## config.mk

```make
export PLATFORM = sky130hd
export DESIGN_NAME = snn_spike_tally
export DESIGN_NICKNAME = d
export VERILOG_FILES = /design/src/rtl/snn_pkg.sv /design/src/rtl/spike_count_bank.sv /design/src/rtl/snn_spike_tally.sv
export SDC_FILE = /design/constraint.sdc
export NUM_CORES = 1
export LEC_CHECK = 0
export ABC_AREA = 0
export ABC_CLOCK_PERIOD_IN_PS = 3200
export CORE_ASPECT_RATIO = 1.25
export CORE_MARGIN = 2
export CORE_UTILIZATION = 47
export DETAILED_ROUTE_END_ITERATION = 6
export PLACE_DENSITY = 0.7
export REMOVE_ABC_BUFFERS = 1
export SLEW_MARGIN = 0
export SYNTH_ARGS = -nofsm -noshare
export SYNTH_HDL_FRONTEND = slang
export SYNTH_SLANG_ARGS = --single-unit
```

## constraint.sdc

```tcl
create_clock -name aclk -period 3.2 [get_ports aclk]
set_input_delay 0.64 -clock aclk [delete_from_list [all_inputs] [get_ports aclk]]
set_output_delay 0.64 -clock aclk [all_outputs]
set_load 0.01 [all_outputs]
```

## src/rtl/snn_pkg.sv

```systemverilog
// snn_pkg: shared state encoding and default sizes for the spike tally block
package snn_pkg;
    typedef enum logic {COLLECT, DUMP} tally_state_t;
    localparam int N_DEF  = 8;
    localparam int CW_DEF = 8;
endpackage

```

## src/rtl/spike_count_bank.sv

```systemverilog
// spike_count_bank: per-neuron saturating spike counters with combinational read
module spike_count_bank
    import snn_pkg::*;
#(
    parameter int N  = N_DEF,
    parameter int CW = CW_DEF,
    parameter int NI = (N > 1) ? $clog2(N) : 1
) (
    input  logic          aclk,
    input  logic          aresetn,
    input  logic          inc_en,
    input  logic [NI-1:0] inc_idx,
    input  logic [NI-1:0] rd_idx,
    output logic [CW-1:0] rd_data,
    input  logic          clr_all
);
    logic [CW-1:0] cnt [N];
    // clear wins over increment; increments stop at all-ones
    always_ff @(posedge aclk or negedge aresetn) begin
        if (!aresetn) cnt <= '{default: '0};
        else if (clr_all) cnt <= '{default: '0};
        else if (inc_en && cnt[inc_idx] != '1) cnt[inc_idx] <= cnt[inc_idx] + 1'b1;
    end
    assign rd_data = cnt[rd_idx];
endmodule

```

## src/rtl/snn_spike_tally.sv

```systemverilog
// snn_spike_tally: counts spikes per neuron over a frame, then streams the N tallies out
module snn_spike_tally
    import snn_pkg::*;
#(
    parameter int N  = N_DEF,
    parameter int DW = 16,
    parameter int UW = 8,
    parameter int CW = CW_DEF
) (
    input  logic          aclk,
    input  logic          aresetn,
    input  logic          s_tvalid,
    output logic          s_tready,
    input  logic [DW-1:0] s_tdata,
    input  logic [UW-1:0] s_tuser,
    input  logic          s_tlast,
    output logic          m_tvalid,
    input  logic          m_tready,
    output logic [DW-1:0] m_tdata,
    output logic [UW-1:0] m_tuser,
    output logic          m_tlast,
    output logic [15:0]   frame_count,
    output logic          idx_err
);
    localparam int NI = (N > 1) ? $clog2(N) : 1;
    // index field is one bit wider for power-of-two N so an index of N or more is observable
    localparam int IW = $clog2(N + 1);
    tally_state_t state;
    logic [NI-1:0] k;
    logic [IW-1:0] idx;
    logic [CW-1:0] rd_data;
    logic acc, in_range, clr, unused_bits;
    assign idx         = s_tuser[IW-1:0];
    assign in_range    = idx < IW'(N);
    assign acc         = s_tvalid && s_tready;
    assign clr         = (state == DUMP) && m_tready && m_tlast;
    assign m_tdata     = m_tvalid ? DW'(rd_data) : '0;
    assign m_tuser     = m_tvalid ? UW'(k) : '0;
    assign unused_bits = ^{s_tdata, s_tuser};

    spike_count_bank #(.N(N), .CW(CW), .NI(NI)) u_bank (
        .aclk    (aclk),
        .aresetn (aresetn),
        .inc_en  (acc && s_tdata[0] && in_range),
        .inc_idx (idx[NI-1:0]),
        .rd_idx  (k),
        .rd_data (rd_data),
        .clr_all (clr)
    );

    // frame control: collect until tlast, then emit one beat per neuron with registered handshakes
    always_ff @(posedge aclk or negedge aresetn) begin
        if (!aresetn) begin
            state       <= COLLECT;
            k           <= '0;
            s_tready    <= 1'b0;
            m_tvalid    <= 1'b0;
            m_tlast     <= 1'b0;
            frame_count <= '0;
            idx_err     <= 1'b0;
        end else begin
            if (acc && !in_range) idx_err <= 1'b1;
            if (state == COLLECT) begin
                s_tready <= 1'b1;
                if (acc && s_tlast) begin
                    state    <= DUMP;
                    k        <= '0;
                    s_tready <= 1'b0;
                    m_tvalid <= 1'b1;
                    m_tlast  <= (N == 1);
                end
            end else if (m_tready) begin
                if (m_tlast) begin
                    state       <= COLLECT;
                    k           <= '0;
                    s_tready    <= 1'b1;
                    m_tvalid    <= 1'b0;
                    m_tlast     <= 1'b0;
                    frame_count <= frame_count + 1'b1;
                end else begin
                    k       <= k + 1'b1;
                    m_tlast <= (k + 1'b1 == NI'(N - 1));
                end
            end
        end
    end
endmodule
```

Word level (Yosys, flattened, before mapping)
Cells that the tools add are included.
{"block": "totals", "wordCells": 77, "out_inout_bits": 44, "ff_bits": 88}
{"block": "op_classes", "n_reduce_logical": 16, "n_eq_ne": 4, "order_cmp": 4, "add_sub_neg": 3, "bitwise_logic": 2, "n_mux": 33}
{"op": "$mux 64", "n": 2}
{"op": "$bwmux 64", "n": 1}
{"op": "$bmux 8 s3", "n": 2}
{"op": "$mux 8", "n": 6}
{"op": "$demux 8 s3", "n": 1}
{"op": "$add 16x1->16 const B", "n": 1}
{"op": "$mux 1", "n": 16}
{"op": "$mux 3", "n": 5}
{"op": "$logic_and 1x1->1", "n": 9}
{"op": "$add 8x1->8 const B", "n": 1}
{"op": "$ge 4x4->1 const B", "n": 2}
{"op": "$ne 8x8->1 const B", "n": 1}
{"op": "$not 3->4", "n": 2}
{"op": "$reduce_and 3->1", "n": 2}
{"op": "$lt 4x1->1 const B", "n": 1}
{"op": "$lt 4x4->1 const B", "n": 1}
{"op": "$ne 2x2->1 const B", "n": 2}
{"op": "$reduce_and 2->1", "n": 2}
{"op": "$reduce_bool 2->1", "n": 2}
{"op": "$add 3x1->3 const B", "n": 1}
{"op": "$eq 3x3->1 const B", "n": 1}
{"op": "$logic_not 1->1", "n": 1}

Logic depth before layout (Yosys ltp)
Gate-level depths: netlist of run 1.
{"block": "logic_depth", "ltp_word": 8, "ltp_mapped": 13, "depth_no_buf": 9}

By module
A second synthesis of run 1 with hierarchy kept.
{"block": "hier_totals", "cells_unflattened": 457, "area_unflattened_um2": 5471.5}
{"module": "spike_count_bank", "cells_per_inst": 335, "area_per_inst_um2": 4200.3, "instances": 1, "seq_area_each_um2": 1601.5}
{"module": "snn_spike_tally", "cells_per_inst": 122, "area_per_inst_um2": 1271.2, "instances": 1, "seq_area_each_um2": 600.6}

Worst setup path after synthesis of run 1
OpenSTA, ideal clock, no wires.
{"block": "synth_path", "path_kind": "input port to flip-flop", "from": "input s_tuser[2]", "to": "register u_bank.cnt[60] (netlist name)", "t_required_ps": 3126, "setup_slack_ps": 138, "setup_time_ps": 74, "arrival_ps": 2988, "path_buffers": 4, "stages": 12, "path_cell_list": "buf_2 -> buf_2 -> clkbuf_1 -> o211ai_1 -> a22oi_1 -> inv_1 -> ha_1 -> buf_2 -> nand3_1 -> xor2_1 -> mux2i_1 -> nor2_1"}
{"block": "synth_between", "elab_chain_cells": 8}
{"item": "start, declared", "line": "snn_spike_tally.sv:15", "source": "input logic [UW-1:0] s_tuser,"}
{"item": "$not 3->4 (implied by the code)", "line": "spike_count_bank.sv:22", "source": "else if (inc_en && cnt[inc_idx] != '1) cnt[inc_idx] <= cnt[inc_idx] + 1'b1;"}
{"item": "$bmux 8 s3, or another cell as far along", "line": "spike_count_bank.sv:22"}
{"item": "$mux 8 (implied by the code) / $logic_and 1x1->1 (equally long branches)", "line": "spike_count_bank.sv:22"}
{"item": "$mux 8 (implied by the code)", "line": "spike_count_bank.sv:22"}
{"item": "$add 8x1->8 / $demux 8 s3 (equally long branches)", "line": "spike_count_bank.sv:22"}
{"item": "$bwmux 64", "line": "spike_count_bank.sv:22"}
{"item": "$mux 64", "line": "spike_count_bank.sv:22"}
{"item": "$mux 64", "line": "spike_count_bank.sv:21", "source": "else if (clr_all) cnt <= '{default: '0};"}
{"item": "end signal, assigned", "line": "spike_count_bank.sv:20", "source": "if (!aresetn) cnt <= '{default: '0};"}
{"item": "end signal, assigned", "line": "spike_count_bank.sv:21"}
{"item": "end, declared", "line": "spike_count_bank.sv:17", "source": "logic [CW-1:0] cnt [N];"}
Several ways; a longest one is shown, not always the timed one. The select of a mux whose other input is x is not followed.
A chain may end at the register's enable or synchronous reset.

Worst setup path after layout of run 1
{"block": "layout_path", "from": "input s_tuser[1]", "to": "register u_bank.cnt[56] (netlist name)"}
Same word-level chain as after synthesis.

==> flow_summary.toml, run 1 <==
[setup_path]
reg2reg_setup_slack_ns = 0.76
critical_path_required_ns = 3.41
worstSetupStartpointType = "primary input"
critical_path_class = "in2reg"
r2r_cells = 8
critPathArrivalTime_ns = 3.30
r2r-start = "u_bank.cnt[20]$_DFFE_PN0P_"
critPathMaxFanout = 18
end_kind = "register"
r2r_end = "u_bank.cnt[56]$_DFFE_PN0P_"

[floorplanning]
std_cell_rows = 44
ios = 73
dieWidth_um = 101
die_h_um = 125
die_area_mm2 = 0.0126
core_area_mm2 = 0.0115
start_util_pct = 47.9

[sta]
hold_ws_ns = 0.326
worst_pin_slew_ns = 0.643
finClkSkew_ns = 0.00679
min_period_over_period_pct = 96.5
finalSetupTns_ns = 0
rsz0062_at_grt = "false"
finalMaxSlewViolations = 0
setup_viol = 0
final-hold-violation-count = 0
fin_ws_ns = 0.112
relSlewSlack_pct = 56.9
fin_crit_ns = 3.09
clock.fmax_mhz = 324

[finish]
nFillCells = 963
seq_area_mm2 = 0.00220
layout.cells.non_filler = 699
multi_input_area_mm2 = 0.00308
nets = 590
area_growth_pct = 21.9
drive_above_1_share_pct = 24.8
diodes = 0

[synthesis]
ys_async_sr_fraction_pct = 100
synth_edf_count = 0
synth_area_leaders = "dfrtp_1 (40%), mux2i_1 (11%), mux4_2 (9.0%), a41oi_4 (3.0%), nor2_1 (2.7%)"
syn_area_per_cell_um2 = 11.4
ys_warn_count = 0
synthTopCellsByCount = "dfrtp_1 (88), mux2i_1 (59), nor2_1 (40)"
synth_top_area_share_pct = 39.9
synth_cell_types = 61
netlist_instances = 484
synthesis.area_mm2 = 0.00551
synth-seq-area-share_pct = 39.9
ys.flop_type = "dfrtp_1"
yosys.area.top_type = "dfrtp_1"
ys_ff_latch = 88
synth.most_common_cell = "dfrtp_1"

[grt]
met3_usage_pct = 3.86
globalRouteMet1Util_pct = 29.3
busiest_layer = "met2"
antenna_found_initial = 0
grt_use_met2_pct = 37.1
grt_pass1_wl_um = 22200
first_global_vias = 4266
grt_usage_pct = 22.5
grt_max_degree = 89
overflow = 0

[power_and_ir_drop]
power_mw = 3.61
p_per_area_mw_per_mm2 = 537
leakage_nw = 2.75
vdd_drop_max_mv = 0.307

[flow_run]
cap_viol_max_count = 0

[min_path]
worstHoldPathType = "in2async"

[routing]
viasPerCell = 5.89
dr_total_vias = 4119
drt-total-wl_um = 13500
route.detailed.drc = 0
first_pass_iters = 4
wl_per_cell_um = 19.4
ant_nets = 0
drt_iter0_drc = 297

[cts]
htree_levels = 3
clk_latency_ns = 0.34
cts.sink_count = 88
clk_path_buf_depth = 2
cts-root-buf = "clkbuf_16"
clk_pin_slew_ns = 0.06
cts_tree = "built"
cts_inserted_buffers = 9

[placement]
hpwl_um = 9270
portBuffers = 40
dpl_worst_slack_ns = -0.315
dp.cells = 684
gp_congestion = 0.841

[status]
status = "complete, no violations"
==> how the worst max path moves through the flow <==
stage / slack [ns] / startpoint / to
final: 0.11 / s_tuser[1] / u_bank.cnt[56]$_DFFE_PN0P_
after CTS: 0.002 / s_tuser[1] / u_bank.cnt[28]$_DFFE_PN0P_
after global routing: 0.004 / s_tuser[1] / u_bank.cnt[4]$_DFFE_PN0P_
after detailed placement: -0.31 / s_tuser[1] / u_bank.cnt[28]$_DFFE_PN0P_
after global placement: -0.20 / s_tuser[1] / u_bank.cnt[56]$_DFFE_PN0P_
after floorplan: -0.02 / s_tuser[1] / u_bank.cnt[3]$_DFFE_PN0P_
==> placed cells by master, fill, tap and decap left out, drive strengths merged, types with 6 or more instances in the layout <==
cell type	instances
clkdlybuf4s50	39
xnor2	12
o21ai	15
inv	6
conb	13
buf	55
nor2b	9
nand3	29
mux4	25
a21oi	21
nor2	40
mux2i	61
xor2	6
clkbuf	9
nand3b	8
nand2b	22
a41oi	8
dfrtp	88
nand2	36
==> state kept, by name, summed over array words and instances, names as in the netlist <==
signal	cells
k	3
s_tready	1
idx_err	1
m_tlast	1
m_tvalid	1
u_bank.cnt	64
frame_count	16
state	1
==> per-layer routing <==
metal / vias to the layer above / part of all wire [%] / wire, um
met5: - / 0 / 0
met3: 31 / 3.6 / 488
met4: 0 / 3.1 / 420
met2: 119 / 51 / 6920
met1: 2096 / 42 / 5700
li1: 1873 / - / -
==> cells by family after synthesis <==
kind of cell	share of synthesized area (%)
other cells	0.0680
compound gates	11.3
xor+xnor	2.86
fa+ha+maj	0.908
simple gates	17.3
mux	22.2
buf+inv	5.42
flops	39.9
==> metrics by stage <==
stage | cell area [um^2] | utilization, %
after detailed placement | 6410 | 55.7
after global routing | 6720 | 58.4
after floorplan | 5280 | -
final | 6720 | 58.4
after global placement | 6410 | 55.7
after CTS | 6700 | 58.2
==> report_power, final <==
group	total (mW)	switching (mW)	internal, mW
sequential	1.45	0.180	1.27
clock	1.04	0.439	0.598
combinational	1.12	0.561	0.556
total	3.61	1.18	2.43
==> critical path, stage by stage <==
cell and delay [ns]:
clkdlybuf4s50_1 0.51, buf_12 0.18, mux4_1 0.60, mux2i_2 0.36
a2111oi_4 0.09, buf_12 0.18, a41oi_2 0.26, buf_4 0.22
mux2i_1 0.19, nor2_1 0.06
==> layout make-up <==
class	instances	area share, %
timing repair buffer	94	14.2
sequential	88	32.8
clock inverter	6	0.912
inverter	6	0.335
clock buffer	9	3.35
tap	138	2.57
multi-input combinational	358	45.9
==> repair_timing <==
action                     4_1_cts  5_1_grt
hold buffers                     0        0
resized for setup                0        4
setup endpoints to repair        0       24
setup buffers                    0        0
(Power assumes the default switching activity.)
==> run 2: changes to the inputs <==
CORE_UTILIZATION = 40   (was 47)
CTS_CLUSTER_SIZE = 24   (was not set)
PLACE_DENSITY = not set   (was 0.7)
==> flow_summary.toml, run 2 (synthesized netlist as in run 1, its figures left out) <==
[power_and_ir_drop]
vdd_drop_max_mv = 0.263
p_per_area_mw_per_mm2 = 535
power_mw = 3.62
leakage_nw = 2.76

[sta]
final-hold-violation-count = 0
setup_viol = 0
rsz0062_at_grt = "false"
clock.fmax_mhz = 324
relSlewSlack_pct = 57.9
min_period_over_period_pct = 96.6
fin_crit_ns = 3.09
finalMaxSlewViolations = 0
finClkSkew_ns = 0.00918
worst_pin_slew_ns = 0.626
fin_ws_ns = 0.110

[placement]
portBuffers = 40
gp_congestion = 0.856
hpwl_um = 9740
dp.cells = 721
dpl_worst_slack_ns = -0.309

[grt]
grt_pass1_wl_um = 22500
antenna_found_initial = 0
first_global_vias = 4223
grt_max_degree = 52
grt_usage_pct = 20.1
overflow = 0

[setup_path]
critical_path_required_ns = 3.41
worstSetupStartpointType = "primary input"
critPathArrivalTime_ns = 3.30
critical_path_class = "in2reg"
critPathMaxFanout = 15
r2r_cells = 8
end_kind = "register"

[routing]
drt_iter0_drc = 254
first_pass_iters = 6
ant_nets = 0
viasPerCell = 5.44
route.detailed.drc = 0
wl_per_cell_um = 18.6
dr_total_vias = 4004
drt-total-wl_um = 13700

[finish]
largest_reg_flops = 64
drive_above_1_share_pct = 25.0
final_common_cell = "dfrtp_1"
layout.cells.non_filler = 736
multi_input_area_mm2 = 0.00308
seq_area_mm2 = 0.00220
mostFrequentLayoutCells = "dfrtp_1 (88), mux2i_1 (59), buf_4 (49), nor2_1 (40), clkdlybuf4s50_1 (39)"
nFillCells = 1174
area_growth_pct = 22.6
nets = 594
top_register = "u_bank.cnt"
diodes = 0
reg.largest.list = "u_bank.cnt x64, frame_count x16, k x3"

[floorplanning]
dieWidth_um = 109
std_cell_rows = 47
core_area_mm2 = 0.0133
start_util_pct = 41.3
die_h_um = 135
ios = 73
die_area_mm2 = 0.0147

[flow_run]
cap_viol_max_count = 0

[cts]
clk_latency_ns = 0.34
cts.sink_count = 88
htree_levels = 3
clk_pin_slew_ns = 0.06
cts_inserted_buffers = 9
cts_tree = "built"
cts-root-buf = "clkbuf_16"
clk_path_buf_depth = 2
post_cts_buffers = 0

[min_path]
worstHoldPathType = "in2async"

[status]
status = "complete, no violations"
## run 2: cell count changes in the layout (fill, tap and decap cells not counted)
cell,delta
mux2i_2,-1
clkinv_2,-2
nor4_2,+1
buf_4,+6
nor4_1,-1
xor2_2,-1
clkinvlp_4,+1
buf_12,-2
clkbuf_1,+1
mux2i_1,+1
xor2_1,+1
## run 2: worst paths after layout
kind | from | endpoint | slack, ns
worst min-delay path | aresetn | u_bank.cnt[20]$_DFFE_PN0P_ | 0.27
worst max register to register | u_bank.cnt[36]$_DFFE_PN0P_ | u_bank.cnt[56]$_DFFE_PN0P_ | 0.76
max in group asynchronous | aresetn | frame_count[11]$_DFFE_PN0P_ | 2.24
min in group aclk | idx_err$_DFFE_PN0P_ | idx_err$_DFFE_PN0P_ | 0.47
worst min register to register | idx_err$_DFFE_PN0P_ | idx_err$_DFFE_PN0P_ | 0.47
worst max-delay path | s_tuser[1] | u_bank.cnt[56]$_DFFE_PN0P_ | 0.11
## run 2: through the flow
step	TNS [ns]	utilization [%]	hold slack (ns)	cell area [um^2]
final	0	50.7	0.268	6760
after CTS	0	50.5	0.290	6740
after global routing	0	50.7	0.310	6760
after global placement	-10.25	48.4	0.449	6460
after floorplan	-0.113	-	0.344	5280
after detailed placement	-11.80	48.4	0.460	6460
## run 2: area by class of cell
| cell class | count | share of cell area (%) |
|---|---|---|
| Inverter | 6 | 0.333 |
| Multi-Input combinational cell | 358 | 45.5 |
| Sequential cell | 88 | 32.6 |
| Clock buffer | 10 | 3.39 |
| Tap cell | 171 | 3.16 |
| Timing Repair Buffer | 98 | 14.2 |
| Clock inverter | 5 | 0.870 |
## run 2: repair_timing
action                                  in CTS  in global routing
resized for setup                            0                  3
endpoints found under the setup margin       0                 20
hold buffers                                 0                  0
## run 2: where the power goes
part	switching (mW)	internal [mW]	leakage, nW
sequential	0.177	1.27	1.19
clock	0.448	0.601	0.135
combinational	0.563	0.556	1.43
## run 2: critical path: stages
cell and delay (ns):
clkdlybuf4s50_1 0.51, buf_12 0.17, mux4_1 0.58, mux2i_1 0.40, a2111oi_4 0.10, buf_12 0.18, a41oi_2 0.23, buf_4 0.22
mux2i_1 0.19, nor2_1 0.06
## run 2: metal layers
layer  global-route usage [%]  part of all wire [%]
met1                     24.9                    44
met2                     35.6                    52
met3                     3.51                   2.8
met4                     5.48                   1.5
met5                        0                     0
